### src/rtl/btn_debounce_pulse.sv
// btn_debounce_pulse: conditions one raw push-button for the display counter.
// Synchronises btn_raw, debounces it with a stable-count FSM and produces a
// clean level plus single-cycle press/release strobes.
//
// Optional feature: define BTN_AUTOREPEAT_EN to add auto-repeat press pulses
// while the button is held (REPEAT_DELAY, then every REPEAT_RATE cycles).
//
// Ports:
//   clock         in   system clock, rising edge
//   rst           in   synchronous active-high reset
//   btn_raw       in   raw button, active-high, asynchronous to clock
//   btn_level     out  debounced button level
//   press_pulse   out  one-cycle strobe per accepted press (and per repeat)
//   release_pulse out  one-cycle strobe per accepted release
module btn_debounce_pulse #(
    parameter int unsigned DEBOUNCE_CYCLES = 16,
    parameter int unsigned CNT_W           = 16,
    parameter int unsigned REPEAT_DELAY    = 500,
    parameter int unsigned REPEAT_RATE     = 100
) (
    input  logic clock,
    input  logic rst,
    input  logic btn_raw,
    output logic btn_level,
    output logic press_pulse,
    output logic release_pulse
);

    localparam int unsigned CNT_NEED_A = (DEBOUNCE_CYCLES > REPEAT_DELAY) ? DEBOUNCE_CYCLES : REPEAT_DELAY;
    localparam int unsigned CNT_NEED   = (CNT_NEED_A > REPEAT_RATE) ? CNT_NEED_A : REPEAT_RATE;
    localparam logic [CNT_W-1:0] DB_LAST = CNT_W'(DEBOUNCE_CYCLES - 1);
    localparam logic [CNT_W-1:0] CNT_ONE = CNT_W'(1);

    // Elaboration-time parameter sanity checks
    if (DEBOUNCE_CYCLES < 2) begin : g_err_db
        $error("btn_debounce_pulse: DEBOUNCE_CYCLES must be >= 2");
    end
    if (REPEAT_RATE == 0) begin : g_err_rate
        $error("btn_debounce_pulse: REPEAT_RATE must be >= 1");
    end
    if ((64'(1) << CNT_W) <= 64'(CNT_NEED)) begin : g_err_w
        $error("btn_debounce_pulse: CNT_W too narrow for configured counts");
    end

    typedef enum logic [1:0] {
        ST_IDLE         = 2'd0,
        ST_PRESS_WAIT   = 2'd1,
        ST_PRESSED      = 2'd2,
        ST_RELEASE_WAIT = 2'd3
    } state_t;

    logic             s0_q;
    logic             btn_s_q;
    state_t           state_q, state_d;
    logic [CNT_W-1:0] cnt_q, cnt_d;
    logic             btn_level_q, btn_level_d;
    logic             press_pulse_q, press_pulse_d;
    logic             release_pulse_q, release_pulse_d;
    logic             repeat_hit;

    // Two-flop synchroniser for the asynchronous contact
    always_ff @(posedge clock) begin
        if (rst) begin
            s0_q    <= 1'b0;
            btn_s_q <= 1'b0;
        end else begin
            s0_q    <= btn_raw;
            btn_s_q <= s0_q;
        end
    end

    // State register
    always_ff @(posedge clock) begin
        if (rst) begin
            state_q <= ST_IDLE;
        end else begin
            state_q <= state_d;
        end
    end

    // Next-state logic
    always_comb begin
        state_d = state_q;
        case (state_q)
            ST_IDLE: begin
                if (btn_s_q) state_d = ST_PRESS_WAIT;
            end
            ST_PRESS_WAIT: begin
                if (!btn_s_q)              state_d = ST_IDLE;
                else if (cnt_q == DB_LAST) state_d = ST_PRESSED;
            end
            ST_PRESSED: begin
                if (!btn_s_q) state_d = ST_RELEASE_WAIT;
            end
            ST_RELEASE_WAIT: begin
                if (btn_s_q)               state_d = ST_PRESSED;
                else if (cnt_q == DB_LAST) state_d = ST_IDLE;
            end
            default: state_d = ST_IDLE;
        endcase
    end

    // Output / counter next values; counter stops at DB_LAST since the state exits there
    always_comb begin
        cnt_d           = cnt_q;
        btn_level_d     = btn_level_q;
        press_pulse_d   = repeat_hit;
        release_pulse_d = 1'b0;
        case (state_q)
            ST_IDLE: begin
                if (btn_s_q) cnt_d = CNT_ONE;
            end
            ST_PRESS_WAIT: begin
                if (state_d == ST_PRESSED) begin
                    btn_level_d   = 1'b1;
                    press_pulse_d = 1'b1;
                end else if (btn_s_q) begin
                    cnt_d = cnt_q + CNT_ONE;
                end
            end
            ST_PRESSED: begin
                if (!btn_s_q) cnt_d = CNT_ONE;
            end
            ST_RELEASE_WAIT: begin
                if (state_d == ST_IDLE) begin
                    btn_level_d     = 1'b0;
                    release_pulse_d = 1'b1;
                end else if (!btn_s_q) begin
                    cnt_d = cnt_q + CNT_ONE;
                end
            end
            default: ;
        endcase
    end

    // Registered outputs and debounce counter
    always_ff @(posedge clock) begin
        if (rst) begin
            cnt_q           <= '0;
            btn_level_q     <= 1'b0;
            press_pulse_q   <= 1'b0;
            release_pulse_q <= 1'b0;
        end else begin
            cnt_q           <= cnt_d;
            btn_level_q     <= btn_level_d;
            press_pulse_q   <= press_pulse_d;
            release_pulse_q <= release_pulse_d;
        end
    end

`ifdef BTN_AUTOREPEAT_EN
    localparam logic [CNT_W-1:0] REP_DELAY_C = CNT_W'(REPEAT_DELAY);
    localparam logic [CNT_W-1:0] REP_RATE_C  = CNT_W'(REPEAT_RATE);

    logic [CNT_W-1:0] rcnt_q, rcnt_d;
    logic [CNT_W-1:0] rcnt_nxt;
    logic             rep_phase_q, rep_phase_d;

    // Repeat timer: counts PRESSED cycles up to REPEAT_DELAY, then restarts
    // from zero with REPEAT_RATE as terminal; holds through RELEASE_WAIT.
    always_comb begin
        rcnt_d      = rcnt_q;
        rep_phase_d = rep_phase_q;
        repeat_hit  = 1'b0;
        rcnt_nxt    = rcnt_q + CNT_ONE;
        if ((state_q == ST_PRESS_WAIT && state_d == ST_PRESSED) || state_d == ST_IDLE) begin
            rcnt_d      = '0;
            rep_phase_d = 1'b0;
        end else if (state_q == ST_PRESSED) begin
            if (rcnt_nxt >= (rep_phase_q ? REP_RATE_C : REP_DELAY_C)) begin
                repeat_hit  = 1'b1;
                rcnt_d      = '0;
                rep_phase_d = 1'b1;
            end else begin
                rcnt_d = rcnt_nxt;
            end
        end
    end

    always_ff @(posedge clock) begin
        if (rst) begin
            rcnt_q      <= '0;
            rep_phase_q <= 1'b0;
        end else begin
            rcnt_q      <= rcnt_d;
            rep_phase_q <= rep_phase_d;
        end
    end
`else
    assign repeat_hit = 1'b0;
`endif

    assign btn_level     = btn_level_q;
    assign press_pulse   = press_pulse_q;
    assign release_pulse = release_pulse_q;

endmodule

### config.mk
export PLATFORM = sky130hd
export DESIGN_NAME = btn_debounce_pulse
export DESIGN_NICKNAME = d
export VERILOG_FILES = /design/src/rtl/btn_debounce_pulse.sv
export SDC_FILE = /design/constraint.sdc
export NUM_CORES = 1
export LEC_CHECK = 0
export CAP_MARGIN = 40
export CORE_ASPECT_RATIO = 1.25
export CORE_MARGIN = 2
export CORE_UTILIZATION = 60
export CTS_CLUSTER_DIAMETER = 200
export CTS_CLUSTER_SIZE = 8
export DETAILED_ROUTE_END_ITERATION = 12
export GPL_ROUTABILITY_DRIVEN = 0
export PLACE_DENSITY = 0.79
export SLEW_MARGIN = 20
export SYNTH_ARGS = -nofsm -noshare
export SYNTH_HDL_FRONTEND = slang
export SYNTH_SLANG_ARGS = --single-unit
### constraint.sdc
create_clock -name clock -period 3.6 [get_ports clock]
set_clock_uncertainty 0.2 [all_clocks]
set_input_delay 1.08 -clock clock [delete_from_list [all_inputs] [get_ports clock]]
set_output_delay 1.08 -clock clock [all_outputs]
set_load 0.01 [all_outputs]
==> results of run 1 <==
## worst paths after layout
kind / from / endpoint / slack (ns) / cells past startpoint
worst max-delay path: rst / cnt_q[7] / 1.02 / 5
worst min-delay path: s0_q / btn_s_q / 0.26 / 1
worst max register to register: cnt_q[8] / btn_level / 1.43 / 5
worst min register to register: s0_q / btn_s_q / 0.26 / 1
## flip-flops by register name, summed over array words and instances (netlist names)
register / flops
btn_level: 1
btn_s_q: 1
cnt_q: 16
press_pulse: 1
release_pulse: 1
s0_q: 1
state_q: 2
## cells by family (layout without fill, tap and decap cells)
family                     count (synthesis)  after routing
and+or+nand+nor                           59             59
DFF                                       23             23
AOI/OAI and AO/OA                         18             18
xor gates and xnor gates                   7              7
buffers and inverters                      5             12
muxes                                      4              4
adders and majority gates                  1              1
## where the power goes
group | total [W] | internal, W | switching (W)
Clock | 0.000122 | 0.0000415 | 0.0000801
Sequential | 0.000260 | 0.000258 | 0.00000269
Combinational | 0.0000201 | 0.00000991 | 0.0000102
## metrics by stage
step / cells / power (W)
4_1_cts: 142 / 0.000402
2_1_floorplan: 117 / 0.000278
5_1_grt: 142 / 0.000414
3_3_place_gp: 138 / 0.000285
6_report: 142 / 0.000402
3_5_place_dp: 138 / 0.000286
## final cells by class
cell class,instances,area (um^2)
fill,134,472
clock inverter,1,5.00
tap,18,22.5
multi-input combinational,89,554
clock buffer,3,22.5
timing repair buffer,6,57.6
sequential,23,460
inverter,2,7.51
## critical path, cell delays in order
cell                              delay, ns
sky130_fd_sc_hd__clkdlybuf4s50_1       0.59
sky130_fd_sc_hd__o21bai_1              0.35
sky130_fd_sc_hd__buf_4                 0.22
sky130_fd_sc_hd__or2_2                 0.27
sky130_fd_sc_hd__mux2i_1               0.12
## routing by layer
metal	vias up	wire, um	GRT usage [%]
li1	430	-	-
met1	403	872	29.9
met2	15	1030	37.8
met3	4	60	2.65
met4	0	24	6.45
met5	-	0	0
## cells in the mapped netlist, types with 3 or more instances
cell                       number  area share (%)
sky130_fd_sc_hd__dfxtp_1       23              45
sky130_fd_sc_hd__nor2_1        15             5.4
sky130_fd_sc_hd__nand2_1       13             4.7
sky130_fd_sc_hd__a21oi_1        6             2.9
sky130_fd_sc_hd__or4_1          6             4.4
sky130_fd_sc_hd__nand3_1        5             2.4
sky130_fd_sc_hd__xor2_1         5             4.2
sky130_fd_sc_hd__and3_1         4             2.4
sky130_fd_sc_hd__mux2i_1        4             3.9
sky130_fd_sc_hd__nor2b_1        4             2.4
sky130_fd_sc_hd__clkbuf_1       3             1.1
sky130_fd_sc_hd__o31ai_1        3             2.2
==> Implementation_results.wiki, run 1 <==
{| class="wikitable"
! Metric !! Value
|-
| Crit path required time || between 3 and 4 ns
|-
| Fraction of the yosys area taken by sequential cells || 44.6%
|-
| Max-slew headroom || 53.6%
|-
| Maximum clock path buffer count || 2
|-
| Post-detailed-route wirelength per cell || 14.0 um
|-
| Final clock period utilization by the worst path || 71.8%
|-
| Adder-cell share of the synthesized area || ~1.2%
|-
| Unrepaired setup endpoints after global routing || false
|-
| Row count || 16
|-
| Xor-xnor portion of the synthesized cell area || ~6%
|-
| Antenna violations before repair || 0
|-
| Signal arrival time at the worst endpoint || about 2.6 ns
|-
| Starting DRC count in detailed routing || 25
|-
| Synthesized area divided by synthesized cell count || 8.83 um^2
|-
| Global route overflow || 0
|-
| Via count of the first global-routing pass || about 760
|-
| Final count of negative-setup-slack endpoints || 0
|-
| Die Width || approximately 40 um
|-
| Top Ports || 6
|-
| CTS hold repair buffers || 0
|-
| Smallest hold slack || about 0.26 ns
|-
| Root buffer cell || sky130_fd_sc_hd__clkbuf_4
|-
| Synth Instances || between 100 and 150
|-
| Basic-gate share of the synthesized area counting and, or, nand and nor cells || 30.3%
|-
| Number of max-capacitance violations reported || 0
|-
| Starting Density || between 60% and 70%
|-
| Total negative setup slack || 0 ns
|-
| Number of enable flip-flop cells after synthesis || 0
|-
| Routed Wire Length || 1980 um
|-
| Power density cells || approximately 360 nW/um^2
|-
| Final critical-path setup slack || just over 1 ns
|-
| Final hold violation count || 0
|-
| Mapped Nets || approximately 120
|-
| Synthesis warning total || 0
|-
| Endpoint type of the worst setup path || flip-flop
|-
| Vias per std cell || around 6
|-
| Total via count in the routed design || roughly 850
|-
| Vert. Die Dim || just over 50 um
|-
| Pin count of the biggest net entering global routing || 14
|-
| Most frequent standard cell in the layout excluding fill and tap cells || sky130_fd_sc_hd__dfxtp_1
|-
| Count of state elements after synthesis || 23
|-
| Clock latency of the later-clocked register in the worst-skew pair || a little over 0.3 ns
|-
| Critical-path maximum fanout || 12
|-
| Final worst path period need || ~2.6 ns
|-
| DRC || 0
|-
| Placed cell area || around 1100 um^2
|-
| Setup Slack @ Placement || ~0.7 ns
|-
| Overall Global Routing Usage || 22.8%
|-
| Number of CTS-inserted buffers || 3
|-
| Net count of the finished layout || between 100 and 150
|-
| Die Area || 2070 um^2
|-
| Cell area after technology mapping || between 1000 and 1500 um^2
|-
| DRT antenna net count || 0
|-
| Number of distinct library cells after synthesis || 33
|-
| Number of buffers inserted by post-CTS setup repair || 0
|-
| Highest-count cells in the layout ignoring fill and taps || 23 x sky130_fd_sc_hd__dfxtp_1, 15 x sky130_fd_sc_hd__nor2_1, 13 x sky130_fd_sc_hd__nand2_1
|-
| Kind of launch point of the worst setup path || input port
|-
| Core box area || around 1600 um^2
|-
| Clock tree from TritonCTS || done
|-
| Worst IR drop on VDD || between 0.2 and 0.3 mV
|-
| Achievable clock frequency || 387 MHz
|-
| Largest family of logic cells by synthesized area || simple AND/OR/NAND/NOR gates
|-
| FFs w/ async S/R, synth || 0%
|-
| Max Slew Vio Count || 0
|-
| Antenna Cells || 0
|-
| Number of optimization iterations in the first detailed-route pass || 4
|-
| Layout cells sized above 1 || around 8.1%
|-
| Run status || finished clean
|-
| Count of buffers inserted at the top-level ports || 5
|-
| Fraction of the mapped netlist area in compound gates || 12.3%
|-
| CTS sink count || 23
|-
| Path type of the worst setup path || in2reg
|-
| Measured slew at the worst slew-check pin || ~0.69 ns
|-
| Most frequently used flop master after synthesis || sky130_fd_sc_hd__dfxtp_1
|-
| Final HPWL from detailed placement || about 1400 um
|-
| CTS clock-pin slew for the worst setup and hold paths || around 0.13 ns
|-
| Final cell utilization of the core || ~71%
|-
| Reported leakage power || 0.443 nW
|-
| Wire length of the first global-routing pass || 3320 um
|-
| Area overhead of the layout relative to synthesis || 9.32%
|-
| Class of the most critical hold timing path || reg2reg
|-
| Area of all placed cells without fillers || between 1000 and 1500 um^2
|-
| Number of instances resized during post-cts repair || 0
|-
| Mux share of post-synthesis cell area || under 10%
|-
| Count of H-tree levels built during CTS || 1
|}
(Power assumes the default switching activity.)
==> inputs of run 2 (changes only) <==
--- a/config.mk
+++ b/config.mk
@@ -8,12 +8,12 @@
 export CAP_MARGIN = 40
 export CORE_ASPECT_RATIO = 1.25
 export CORE_MARGIN = 2
-export CORE_UTILIZATION = 60
+export CORE_UTILIZATION = 51
 export CTS_CLUSTER_DIAMETER = 200
 export CTS_CLUSTER_SIZE = 8
 export DETAILED_ROUTE_END_ITERATION = 12
 export GPL_ROUTABILITY_DRIVEN = 0
-export PLACE_DENSITY = 0.79
+export PLACE_DENSITY = 0.72
 export SLEW_MARGIN = 20
 export SYNTH_ARGS = -nofsm -noshare
 export SYNTH_HDL_FRONTEND = slang
==> constraint.sdc (replaced) <==
create_clock -name clock -period 2.3 [get_ports clock]
set_clock_uncertainty 0.2 [all_clocks]
set_input_delay 0.69 -clock clock [delete_from_list [all_inputs] [get_ports clock]]
set_output_delay 0.69 -clock clock [all_outputs]
set_load 0.01 [all_outputs]
==> Implementation_results.wiki, run 2 (synthesis gave the netlist of run 1 again) <==
{| class="wikitable"
! Metric !! Value
|-
| Run status || finished clean
|-
| Highest-count cells in the layout ignoring fill and taps || 23 x sky130_fd_sc_hd__dfxtp_1, 15 x sky130_fd_sc_hd__nor2_1, 13 x sky130_fd_sc_hd__nand2_1
|-
| Min-Delay Path Depth || 1 (unchanged)
|-
| Post-detailed-route wirelength per cell || 13.3 um (-4.5%)
|-
| Final hold violation count || 0 (unchanged)
|-
| Number of cells traversed by the worst register-to-register path || 5 (unchanged)
|-
| Layout cells sized above 1 || 11.6% (+3.6 points)
|-
| CTS sink count || 23 (unchanged)
|-
| Total negative setup slack || 0 ns (unchanged)
|-
| Number of optimization iterations in the first detailed-route pass || 4 (unchanged)
|-
| Timing startpoint of the critical path || cnt_q[5]
|-
| Maximum clock path buffer count || 2 (unchanged)
|-
| Starting Density || 53.4% (-11 points)
|-
| Area overhead of the layout relative to synthesis || 13.2%
|-
| Global route overflow || 0 (unchanged)
|-
| Die Area || 2400 um^2 (+16%)
|-
| Final clock period utilization by the worst path || between 90% and 100%
|-
| Path type of the worst setup path || reg2reg
|-
| Via count of the first global-routing pass || 805 (+6.3%)
|-
| Top Ports || 6 (unchanged)
|-
| Kind of launch point of the worst setup path || flip-flop
|-
| Number of inserted filler cells in the final layout || 178 (+33%)
|-
| DRT antenna net count || 0 (unchanged)
|-
| Class of the most critical hold timing path || reg2reg
|-
| Biggest regs || cnt_q (16), state_q (2)
|-
| Delay of the slowest cell on the worst path || 0.55 ns (-0.04 ns)
|-
| Worst R2R Start || cnt_q[5]
|-
| Final worst path period need || between 2 and 2.5 ns
|-
| Worst path buffer plus inverter count || 0 (-2)
|-
| Critical Path Stages || 5 (unchanged)
|-
| Signal arrival time at the worst endpoint || 2.19 ns (-0.45 ns)
|-
| Number of buffers inserted by post-CTS setup repair || 0 (unchanged)
|-
| Final HPWL from detailed placement || 1520 um (+9.3%)
|-
| Crit path required time || 2.36 ns (-1.29 ns)
|-
| Number of instances resized during post-cts repair || 0 (unchanged)
|-
| Clock latency of the later-clocked register in the worst-skew pair || 0.31 ns (about the same)
|-
| Achievable clock frequency || 469 MHz
|-
| Antenna violations before repair || 0 (unchanged)
|-
| Final cell utilization of the core || 60.4% (-10 points)
|-
| Reported leakage power || 0.468 nW (+5.7%)
|-
| Number of max-capacitance violations reported || 0 (unchanged)
|-
| Area taken by multi-input logic gates || 554 um^2 (unchanged)
|-
| Endpoint of the most critical setup path || cnt_q[15]
|-
| Overall Global Routing Usage || 18.5% (-4.3 points)
|-
| Total via count in the routed design || 860 (+0.94%)
|-
| Top Family by Delay on Critical Path || simple AND/OR/NAND/NOR gates
|-
| Routed Wire Length || 1990 um (+0.20%)
|-
| Wire length of the first global-routing pass || 3290 um (-0.81%)
|-
| Critical path cell sequence || or4_1, or3_4, o211a_1, and3_1, o21ai_1
|-
| Number of CTS-inserted buffers || 3 (unchanged)
|-
| Pin count of the biggest net entering global routing || 14 (unchanged)
|-
| Most frequent standard cell in the layout excluding fill and tap cells || sky130_fd_sc_hd__dfxtp_1
|-
| Register with the most flip-flops || cnt_q
|-
| Vert. Die Dim || 54.3 um (+7.8%)
|-
| Count of buffers inserted at the top-level ports || 5 (unchanged)
|-
| Reg area || 460 um^2 (unchanged)
|-
| Critical-path maximum fanout || 3 (-9)
|-
| Unrepaired setup endpoints after global routing || false
|-
| CTS hold repair buffers || 0 (unchanged)
|-
| Root buffer cell || sky130_fd_sc_hd__clkbuf_4
|-
| DRC || 0 (unchanged)
|-
| Vias per std cell || 5.77 (-3.8%)
|-
| Max Slew Vio Count || 0 (unchanged)
|-
| CTS clock-pin slew for the worst setup and hold paths || 0.12 ns (about the same)
|-
| Max-slew headroom || 79.0% (+25 points)
|-
| Power density cells || 535 nW/um^2 (+50%)
|-
| Endpoint type of the worst setup path || flip-flop
|-
| Count of H-tree levels built during CTS || 1 (unchanged)
|-
| Core box area || 1940 um^2 (+21%)
|-
| Number of flip-flops under the largest register name || 16 (unchanged)
|-
| Measured slew at the worst slew-check pin || 0.314 ns (-0.377 ns)
|-
| Die Width || 44.3 um (+7.6%)
|-
| Final count of negative-setup-slack endpoints || 0 (unchanged)
|-
| Antenna Cells || 0 (unchanged)
|-
| Starting DRC count in detailed routing || 16 (-36%)
|-
| Net count of the finished layout || 134 (+3.9%)
|-
| Row count || 18 (+2)
|-
| Clock tree from TritonCTS || done
|-
| Worst IR drop on VDD || 0.353 mV (+27%)
|-
| Worst setup slack for register-to-register paths || 0.17 ns (-1.26 ns)
|-
| Reg-to-reg endpoint || cnt_q[15]
|-
| Slowest cell on crit path || sky130_fd_sc_hd__or4_1
|}
==> run 2: cell types whose count changed in the layout (fill, tap and decap cells not counted) <==
cell                    delta
sky130_fd_sc_hd__buf_4     +5
==> run 2: through the flow <==
| step | area, um^2 | worst slack (ns) | power, W | std cells | hold slack (ns) |
|---|---|---|---|---|---|
| after floorplan | 1030 | 0.297 | 0.000435 | 117 | 0.214 |
| after CTS | 1170 | 0.173 | 0.000635 | 149 | 0.264 |
| after global routing | 1170 | 0.0773 | 0.000656 | 149 | 0.287 |
| after detailed placement | 1140 | 0.170 | 0.000451 | 145 | 0.233 |
| final | 1170 | 0.166 | 0.000626 | 149 | 0.259 |
| after global placement | 1140 | 0.202 | 0.000450 | 145 | 0.229 |
==> run 2: worst min path at each step <==
stage / startpoint / to
detailed placement: s0_q / btn_s_q
global placement: s0_q / btn_s_q
floorplan: s0_q / btn_s_q
CTS: s0_q / btn_s_q
global route: s0_q / btn_s_q
finish: s0_q / btn_s_q
==> run 2: power breakdown <==
group          internal (W)  switching [W]
logic             0.0000181      0.0000170
clock network     0.0000650       0.000120
registers          0.000403     0.00000320
total              0.000486       0.000140
==> run 2: area by class of cell <==
class	instances	area share, %
Timing Repair Buffer	11	8.13
Multi-Input combinational cell	89	47.4
Inverter	2	0.642
Tap cell	20	2.14
Sequential cell	23	39.4
Clock inverter	1	0.428
Clock buffer	3	1.93
==> run 2: per-layer routing <==
layer | wire, um | vias up | GRT usage, %
li1 | - | 439 | -
met1 | 865 | 408 | 20.7
met2 | 1050 | 9 | 34.1
met3 | 39 | 4 | 1.98
met4 | 33 | 0 | 10.1
met5 | 0 | - | 0
==> inputs of run 3 (changes only) <==
--- a/config.mk
+++ b/config.mk
@@ -14,6 +14,7 @@
 export DETAILED_ROUTE_END_ITERATION = 12
 export GPL_ROUTABILITY_DRIVEN = 0
 export PLACE_DENSITY = 0.72
+export SKIP_CTS_REPAIR_TIMING = 1
 export SLEW_MARGIN = 20
 export SYNTH_ARGS = -nofsm -noshare
 export SYNTH_HDL_FRONTEND = slang
==> results of run 3 <==
No change in the layout: final DEF, timing and power equal those of run 2.
